**src/rtl/aim65_kbd_pkg.sv**
```systemverilog
// Shared types, scancode constants and the PS/2 set-2 to AIM65 matrix map.
package aim65_kbd_pkg;

    typedef enum logic [1:0] {StIdle, StData, StParity, StStop} rx_state_e;

    localparam logic [7:0] SC_EXT = 8'hE0;
    localparam logic [7:0] SC_BRK = 8'hF0;
    localparam logic [7:0] SC_BAT = 8'hAA;

    // Returns {valid, row[2:0], col[2:0]}; unlisted codes are invalid.
    function automatic logic [6:0] kbd_map(input logic ext, input logic [7:0] code);
        logic [6:0] ent;
        ent = '0;
        if (!ext) begin
            case (code)
                8'h76:   ent = {1'b1, 3'd0, 3'd0};
                8'h5A:   ent = {1'b1, 3'd0, 3'd1};
                8'h29:   ent = {1'b1, 3'd0, 3'd3};
                8'h14:   ent = {1'b1, 3'd0, 3'd4};
                8'h59:   ent = {1'b1, 3'd0, 3'd6};
                8'h12:   ent = {1'b1, 3'd0, 3'd7};
                8'h1E:   ent = {1'b1, 3'd1, 3'd5};
                8'h16:   ent = {1'b1, 3'd1, 3'd6};
                8'h24:   ent = {1'b1, 3'd2, 3'd4};
                8'h1D:   ent = {1'b1, 3'd2, 3'd5};
                8'h15:   ent = {1'b1, 3'd2, 3'd6};
                8'h2B:   ent = {1'b1, 3'd3, 3'd3};
                8'h23:   ent = {1'b1, 3'd3, 3'd4};
                8'h1B:   ent = {1'b1, 3'd3, 3'd5};
                8'h1C:   ent = {1'b1, 3'd3, 3'd6};
                default: ent = '0;
            endcase
        end else begin
            case (code)
                8'h5A:   ent = {1'b1, 3'd0, 3'd1};
                default: ent = '0;
            endcase
        end
        return ent;
    endfunction

endpackage

```
**src/rtl/aim65_ps2_keymatrix_if.sv**
```systemverilog
// PS/2 lines in, PIA column drive in, row sense and key event status out.
interface aim65_ps2_keymatrix_if;
    logic       ps2_clk;
    logic       ps2_data;
    logic [7:0] col_sel;
    logic [7:0] row_out;
    logic       key_strobe;
    logic [7:0] key_code;
    logic       key_break;
    logic       frame_err;

    modport master (
        output ps2_clk, ps2_data, col_sel,
        input  row_out, key_strobe, key_code, key_break, frame_err
    );

    modport slave (
        input  ps2_clk, ps2_data, col_sel,
        output row_out, key_strobe, key_code, key_break, frame_err
    );
endinterface

```
**src/rtl/ps2_rx.sv**
```systemverilog
// PS/2 frame receiver: synchronizers, ps2_clk glitch filter, frame FSM and timeout.
module ps2_rx
    import aim65_kbd_pkg::*;
#(
    parameter int unsigned FILTER_LEN = 8,
    parameter int unsigned TIMEOUT    = 50000
) (
    input  logic       clk,
    input  logic       reset,
    input  logic       ps2_clk_i,
    input  logic       ps2_data_i,
    output logic [7:0] byte_o,
    output logic       byte_valid_o,
    output logic       frame_err_o
);
    localparam int unsigned FW = $clog2(FILTER_LEN + 1);
    localparam int unsigned TW = $clog2(TIMEOUT + 1);

    logic [1:0]    clk_sync_q, dat_sync_q;
    logic          filt_q;
    logic [FW-1:0] filt_cnt_q;
    logic [7:0]    shift_q;
    logic [2:0]    bit_cnt_q;
    logic          par_q;
    logic [TW-1:0] tmo_q;
    rx_state_e     state_q, state_d;
    logic          fall, data_bit, tmo_hit, par_ok;

    always_ff @(posedge clk) begin
        if (reset) begin
            clk_sync_q <= 2'b11;
            dat_sync_q <= 2'b11;
        end else begin
            clk_sync_q <= {clk_sync_q[0], ps2_clk_i};
            dat_sync_q <= {dat_sync_q[0], ps2_data_i};
        end
    end

    // filt_cnt_q counts consecutive samples disagreeing with the filtered level.
    always_ff @(posedge clk) begin
        if (reset) begin
            filt_q     <= 1'b1;
            filt_cnt_q <= '0;
        end else if (clk_sync_q[1] == filt_q) begin
            filt_cnt_q <= '0;
        end else if (filt_cnt_q == FW'(FILTER_LEN - 1)) begin
            filt_q     <= clk_sync_q[1];
            filt_cnt_q <= '0;
        end else begin
            filt_cnt_q <= filt_cnt_q + 1'b1;
        end
    end

    assign fall     = filt_q && !clk_sync_q[1] && (filt_cnt_q == FW'(FILTER_LEN - 1));
    assign data_bit = dat_sync_q[1];
    assign tmo_hit  = (state_q != StIdle) && !fall && (tmo_q == TW'(TIMEOUT - 1));
    assign par_ok   = ^{shift_q, par_q};
    assign byte_o   = shift_q;

    always_ff @(posedge clk) begin
        if (reset) state_q <= StIdle;
        else       state_q <= state_d;
    end

    always_comb begin
        state_d = state_q;
        if (tmo_hit) begin
            state_d = StIdle;
        end else if (fall) begin
            unique case (state_q)
                StIdle:   state_d = data_bit ? StIdle : StData;
                StData:   state_d = (bit_cnt_q == 3'd7) ? StParity : StData;
                StParity: state_d = StStop;
                StStop:   state_d = StIdle;
                default:  state_d = StIdle;
            endcase
        end
    end

    always_comb begin
        byte_valid_o = 1'b0;
        frame_err_o  = 1'b0;
        if (tmo_hit) begin
            frame_err_o = 1'b1;
        end else if (fall) begin
            if (state_q == StIdle) begin
                frame_err_o = data_bit;
            end else if (state_q == StStop) begin
                byte_valid_o = data_bit && par_ok;
                frame_err_o  = !(data_bit && par_ok);
            end
        end
    end

    always_ff @(posedge clk) begin
        if (reset) begin
            shift_q   <= '0;
            bit_cnt_q <= '0;
            par_q     <= 1'b0;
            tmo_q     <= '0;
        end else begin
            if (state_q == StIdle || fall) tmo_q <= '0;
            else                           tmo_q <= tmo_q + 1'b1;
            if (fall) begin
                if (state_q == StIdle) begin
                    bit_cnt_q <= '0;
                end else if (state_q == StData) begin
                    shift_q   <= {data_bit, shift_q[7:1]};
                    bit_cnt_q <= bit_cnt_q + 3'd1;
                end else if (state_q == StParity) begin
                    par_q <= data_bit;
                end
            end
        end
    end

endmodule

```
**src/rtl/aim65_ps2_keymatrix.sv**
```systemverilog
// PS/2 keyboard to AIM65 8x8 matrix: prefix decode, key-down map and row sense mux.
module aim65_ps2_keymatrix
    import aim65_kbd_pkg::*;
#(
    parameter int unsigned FILTER_LEN = 8,
    parameter int unsigned TIMEOUT    = 50000
) (
    input logic                  clk,
    input logic                  reset,
    aim65_ps2_keymatrix_if.slave bus
);
    logic [7:0]      rx_byte;
    logic            rx_valid, rx_err;
    logic [7:0][7:0] key_q, key_d;
    logic            ext_q, ext_d, brk_q, brk_d;
    logic            strobe_q, strobe_d, kbrk_q, kbrk_d, err_q;
    logic [7:0]      code_q, code_d, row_q, row_d;
    logic [6:0]      map_ent;

    ps2_rx #(
        .FILTER_LEN(FILTER_LEN),
        .TIMEOUT   (TIMEOUT)
    ) u_rx (
        .clk         (clk),
        .reset       (reset),
        .ps2_clk_i   (bus.ps2_clk),
        .ps2_data_i  (bus.ps2_data),
        .byte_o      (rx_byte),
        .byte_valid_o(rx_valid),
        .frame_err_o (rx_err)
    );

    assign map_ent = kbd_map(ext_q, rx_byte);

    always_comb begin
        key_d    = key_q;
        ext_d    = ext_q;
        brk_d    = brk_q;
        strobe_d = 1'b0;
        code_d   = code_q;
        kbrk_d   = kbrk_q;
        if (rx_err) begin
            ext_d = 1'b0;
            brk_d = 1'b0;
        end else if (rx_valid) begin
            if (rx_byte == SC_EXT) begin
                ext_d = 1'b1;
            end else if (rx_byte == SC_BRK) begin
                brk_d = 1'b1;
            end else if (rx_byte == SC_BAT && !ext_q && !brk_q) begin
                key_d = '0;
            end else begin
                if (map_ent[6]) key_d[map_ent[5:3]][map_ent[2:0]] = !brk_q;
                strobe_d = 1'b1;
                code_d   = rx_byte;
                kbrk_d   = brk_q;
                ext_d    = 1'b0;
                brk_d    = 1'b0;
            end
        end
    end

    // Built from key_d so a map update and a col_sel change land together.
    always_comb begin
        row_d = '1;
        for (int r = 0; r < 8; r++) begin
            row_d[r] = ~|(key_d[r] & ~bus.col_sel);
        end
    end

    always_ff @(posedge clk) begin
        if (reset) begin
            key_q    <= '0;
            ext_q    <= 1'b0;
            brk_q    <= 1'b0;
            strobe_q <= 1'b0;
            code_q   <= '0;
            kbrk_q   <= 1'b0;
            err_q    <= 1'b0;
            row_q    <= 8'hFF;
        end else begin
            key_q    <= key_d;
            ext_q    <= ext_d;
            brk_q    <= brk_d;
            strobe_q <= strobe_d;
            code_q   <= code_d;
            kbrk_q   <= kbrk_d;
            err_q    <= rx_err;
            row_q    <= row_d;
        end
    end

    assign bus.row_out    = row_q;
    assign bus.key_strobe = strobe_q;
    assign bus.key_code   = code_q;
    assign bus.key_break  = kbrk_q;
    assign bus.frame_err  = err_q;

endmodule

```
**src/flat_wrapper.sv**
```systemverilog
// flat-port wrapper written by rule: the top's interface ports become plain ports
module aim65_ps2_keymatrix_flat import aim65_kbd_pkg::*;
#(
    parameter int unsigned FILTER_LEN = 8,
    parameter int unsigned TIMEOUT    = 50000
)
  (clk, reset, bus_ps2_clk, bus_ps2_data, bus_col_sel, bus_row_out, bus_key_strobe, bus_key_code, bus_key_break, bus_frame_err);
  aim65_ps2_keymatrix_if bus_i ();
  input logic clk;
  input logic reset;
  input wire logic [$bits(bus_i.ps2_clk)-1:0] bus_ps2_clk;
  input wire logic [$bits(bus_i.ps2_data)-1:0] bus_ps2_data;
  input wire logic [$bits(bus_i.col_sel)-1:0] bus_col_sel;
  output wire logic [$bits(bus_i.row_out)-1:0] bus_row_out;
  output wire logic [$bits(bus_i.key_strobe)-1:0] bus_key_strobe;
  output wire logic [$bits(bus_i.key_code)-1:0] bus_key_code;
  output wire logic [$bits(bus_i.key_break)-1:0] bus_key_break;
  output wire logic [$bits(bus_i.frame_err)-1:0] bus_frame_err;
  assign bus_i.ps2_clk = bus_ps2_clk;
  assign bus_i.ps2_data = bus_ps2_data;
  assign bus_i.col_sel = bus_col_sel;
  assign bus_row_out = bus_i.row_out;
  assign bus_key_strobe = bus_i.key_strobe;
  assign bus_key_code = bus_i.key_code;
  assign bus_key_break = bus_i.key_break;
  assign bus_frame_err = bus_i.frame_err;
  aim65_ps2_keymatrix #(.FILTER_LEN(FILTER_LEN), .TIMEOUT(TIMEOUT)) u_core (.clk(clk), .reset(reset), .bus(bus_i));
endmodule
```
**config.mk**
```make
export PLATFORM = sky130hd
export DESIGN_NAME = aim65_ps2_keymatrix_flat
export DESIGN_NICKNAME = d
export VERILOG_FILES = /design/src/rtl/aim65_kbd_pkg.sv /design/src/rtl/aim65_ps2_keymatrix_if.sv /design/src/rtl/ps2_rx.sv /design/src/rtl/aim65_ps2_keymatrix.sv /design/src/flat_wrapper.sv
export SDC_FILE = /design/constraint.sdc
export NUM_CORES = 1
export LEC_CHECK = 0
export ABC_CLOCK_PERIOD_IN_PS = 2900
export CAP_MARGIN = 10
export CORE_MARGIN = 4
export CORE_UTILIZATION = 59
export DETAILED_ROUTE_END_ITERATION = 10
export GPL_ROUTABILITY_DRIVEN = 0
export PLACE_DENSITY = 0.9
export SYNTH_ARGS = -nofsm -noshare
export SYNTH_HDL_FRONTEND = slang
export SYNTH_SLANG_ARGS = --single-unit
```
**constraint.sdc**
```tcl
create_clock -name clk -period 2.9 [get_ports clk]
set_input_delay 0.58 -clock clk [delete_from_list [all_inputs] [get_ports clk]]
set_output_delay 0.58 -clock clk [all_outputs]
set_load 0.005 [all_outputs]
```
==> flow_summary_export.csv <==
group,metric,value,unit
timing,report.final.slew_viol_count,0,
global_route,antenna_found_initial,0,
layout,fin_area,6690,um2
pwr,ir_worst_vdd,0.000576,V
timing,slew_headroom,41.0,%
setup_path,end_kind,"flop",
die,dieArea,11000,um2
layout,antenna-diode-count,0,
yosys,async_flop_share,0,%
detailed_routing,viasPerCell,6.39,
die,ios,31,
clocking,cts_sinks,124,
die,dieWidth,105,um
status,violations,"setup timing",
yosys,ys_top_cells_by_area,"dfxtp_1 (45%), nor2_1 (4.9%), nor3_1 (4.6%)",
detailed_routing,drc,0,
placed_design,dpl.hpwl,9000,um
pwr,power.leakage,2.52,nW
global_route,grtUsageTotal,26.9,%
detailed_routing,first_pass_iters,6,
yosys,synth_cells,659,
yosys,yosysMostFrequentCell,"dfxtp_1",
pwr,p_int,3.18,mW
pwr,switchingPower,0.933,mW
pwr,switching_share,22.7,%
setup_path,critPathLaunchType,"flop",
yosys,synth_edf_count,0,
timing,min_period,2980,ps
die,die_h,105,um
pwr,power.total,4.11,mW
yosys,netlist-cell-type-count,64,
clocking,hold_buffers,0,
pwr,powerDensity,615,nW/um2
setup_path,path_buf_inv,1,
pwr,clkPwrFrac,54.9,%
setup_path,worstSetupPathType,"flop to flop",
detailed_routing,drt-wirelength-per-cell,18.3,um
timing,fin_crit_sh,103,%
setup_path,required,3340,ps
clocking,cts_tree,"done",
placed_design,port_buffers,30,
global_route,grt_pass1_wl,24100,um
global_route,grt_max_degree,56,
timing,rsz0062_at_grt,"true",
global_route,gr-total-overflow,0,
timing,final_hold_viol_count,0,
yosys,ys_seq_elements,124,
setup_path,cp.arrival,3410,ps
timing,max_freq,336,MHz
clocking,cts_buffer_depth,2,
min_path,hp-class,"flop to flop",
global_route,grt_pass1_vias,4997,
layout,syn_to_final_growth,20.3,%
flow_run,cap_viol_max_count,0,
layout,fillers,572,
clocking,clk_latency,520,ps
yosys,syn_area,5560,um2
timing,worst_slack,-77.8,ps
yosys,avgSynthCellArea,8.44,um2
timing,setup_viol,1,
die,start_util,60.5,%
die,rows,35,
yosys,synth_area_leader_cell,"dfxtp_1",
setup_path,critPathTopFamily,"simple AND/OR/NAND/NOR gates",
yosys,syn_nets,676,
timing,skew,9.74,ps
yosys,ys_top_cells_by_count,"dfxtp_1 (124), nor2_1 (73), inv_1 (56), nor3_1 (51), nand2_1 (35)",
yosys,ys_warn_count,0,
layout,finalNonFillerCells,818,
detailed_routing,drt_iter0_drc,578,
layout,drive_gt1_share,11.7,%
yosys,yosysSeqAreaShare,44.6,%
setup_path,worstPathCellList,"buf_4, and4b_1, o31a_1, o32ai_1, nand3_1, nor3_1, o221ai_1, or3b_1, o31ai_1",
timing,final.setup.tns,-77.8,ps
yosys,synth_top_area_share,44.6,%
pwr,power_frac_seq,42.1,%
setup_path,critPathMaxFanout,11,
clocking,path_clk_slew,60,ps
detailed_routing,routed_wl,15000,um
detailed_routing,via_count,5225,
die,core,9200,um2
clocking,htreeDepth,4,
yosys,ys.flop_type,"dfxtp_1",
placed_design,place_area,6020,um2
layout,fin_nets,711,
status,status,"complete, but fails checks",
clocking,cts_made_buffers,17,
pwr,p_comb_share,3.1,%
detailed_routing,antenna_left,0,
timing,tightestPinTransition,882,ps
setup_path,max_stage_delay,410,ps
layout,post-route-util,72.8,%
setup_path,cp_slowest_cell,"or3b_1",
clocking,clockRootBuffer,"clkbuf_8",
placed_design,place_inst,786,
## cell families after synthesis
logic type	synth area share, %
XOR/XNOR	4.68
buffers and inverters	7.02
AO/OA/AOI/OAI	14.1
multiplexers	2.88
flip-flops	44.6
adder cells (fa/ha/maj)	1.30
AND/OR/NAND/NOR	25.4
## repair_timing
item | CTS | global route
buffers inserted | 0 | 0
setup endpoints to repair | 2 | 22
pin swaps | 0 | 0
gates resized for setup | 2 | 11
## power by group through the flow
stage	Clock [mW]	Combinational [mW]	Sequential [mW]
global placement	0	0.113	1.77
CTS	2.26	0.120	1.73
global route	2.33	0.133	1.73
finish	2.26	0.126	1.73
detailed placement	0	0.116	1.77
floorplan	0	0.0629	1.76
## area by class of cell
class	instances	area [um2]	share of cell area [%]
timing repair buffer	57	498	7.44
sequential	124	2490	37.1
clock buffer	17	414	6.19
inverter	56	210	3.14
tap	111	139	2.08
clock inverter	15	213	3.18
multi-input combinational	438	2730	40.8
## through the flow
| stage | worst slack, ps | hold slack [ps] |
|---|---|---|
| 2_1_floorplan | 333 | 389 |
| 3_3_place_gp | 154 | 393 |
| 3_5_place_dp | 70.0 | 396 |
| 4_1_cts | 47.0 | 410 |
| 5_1_grt | -174 | 423 |
| 6_report | -77.8 | 409 |
## routing by layer
metal / vias to the layer above / track usage, % / share of wire (%)
li1: 2370 / - / -
met1: 2420 / 32.7 / 39
met2: 345 / 43.9 / 48
met3: 90 / 7.23 / 8.4
met4: 0 / 13.3 / 4.4
met5: - / 0 / 0
## layout by cell type (no fill, tap or decap), types with 18 or more instances in the layout
master / count
a21oi_1: 28
buf_4: 27
clkdlybuf4s50_1: 29
dfxtp_1: 121
inv_1: 56
nand2_1: 35
nand3_1: 21
nor2_1: 71
nor3_1: 51
o22ai_1: 18
## final timing paths
kind,cells after the start,end,startpoint,slack [ps]
setup / recovery,9,u_core.bus.row_out[0],u_core.u_rx.byte_o[0],-80
hold / removal,1,u_core.u_rx.clk_sync_q[1],u_core.u_rx.clk_sync_q[0],410
hold reg to reg,1,u_core.u_rx.clk_sync_q[1],u_core.u_rx.clk_sync_q[0],410
setup reg to reg,9,u_core.bus.row_out[0],u_core.u_rx.byte_o[0],-80
## flip-flops by register name (all words and copies together) (netlist names), 2 cells and up, named ones only
name / cells
u_core.bus.row_out: 8
u_core.u_rx.bit_cnt_q: 3
u_core.bus.key_code: 8
u_core.u_rx.byte_o: 8
u_core.u_rx.clk_sync_q: 2
u_core.u_rx.dat_sync_q: 2
u_core.key_q: 64
u_core.u_rx.filt_cnt_q: 4
u_core.u_rx.tmo_q: 16
## worst register-to-register path: cells and delay by family (launching register included)
kind	cells	cell delay, ps
buf+inv	1	220
compound gates	4	1120
flops	1	400
simple gates	4	1150
(Power assumes the default switching activity.)
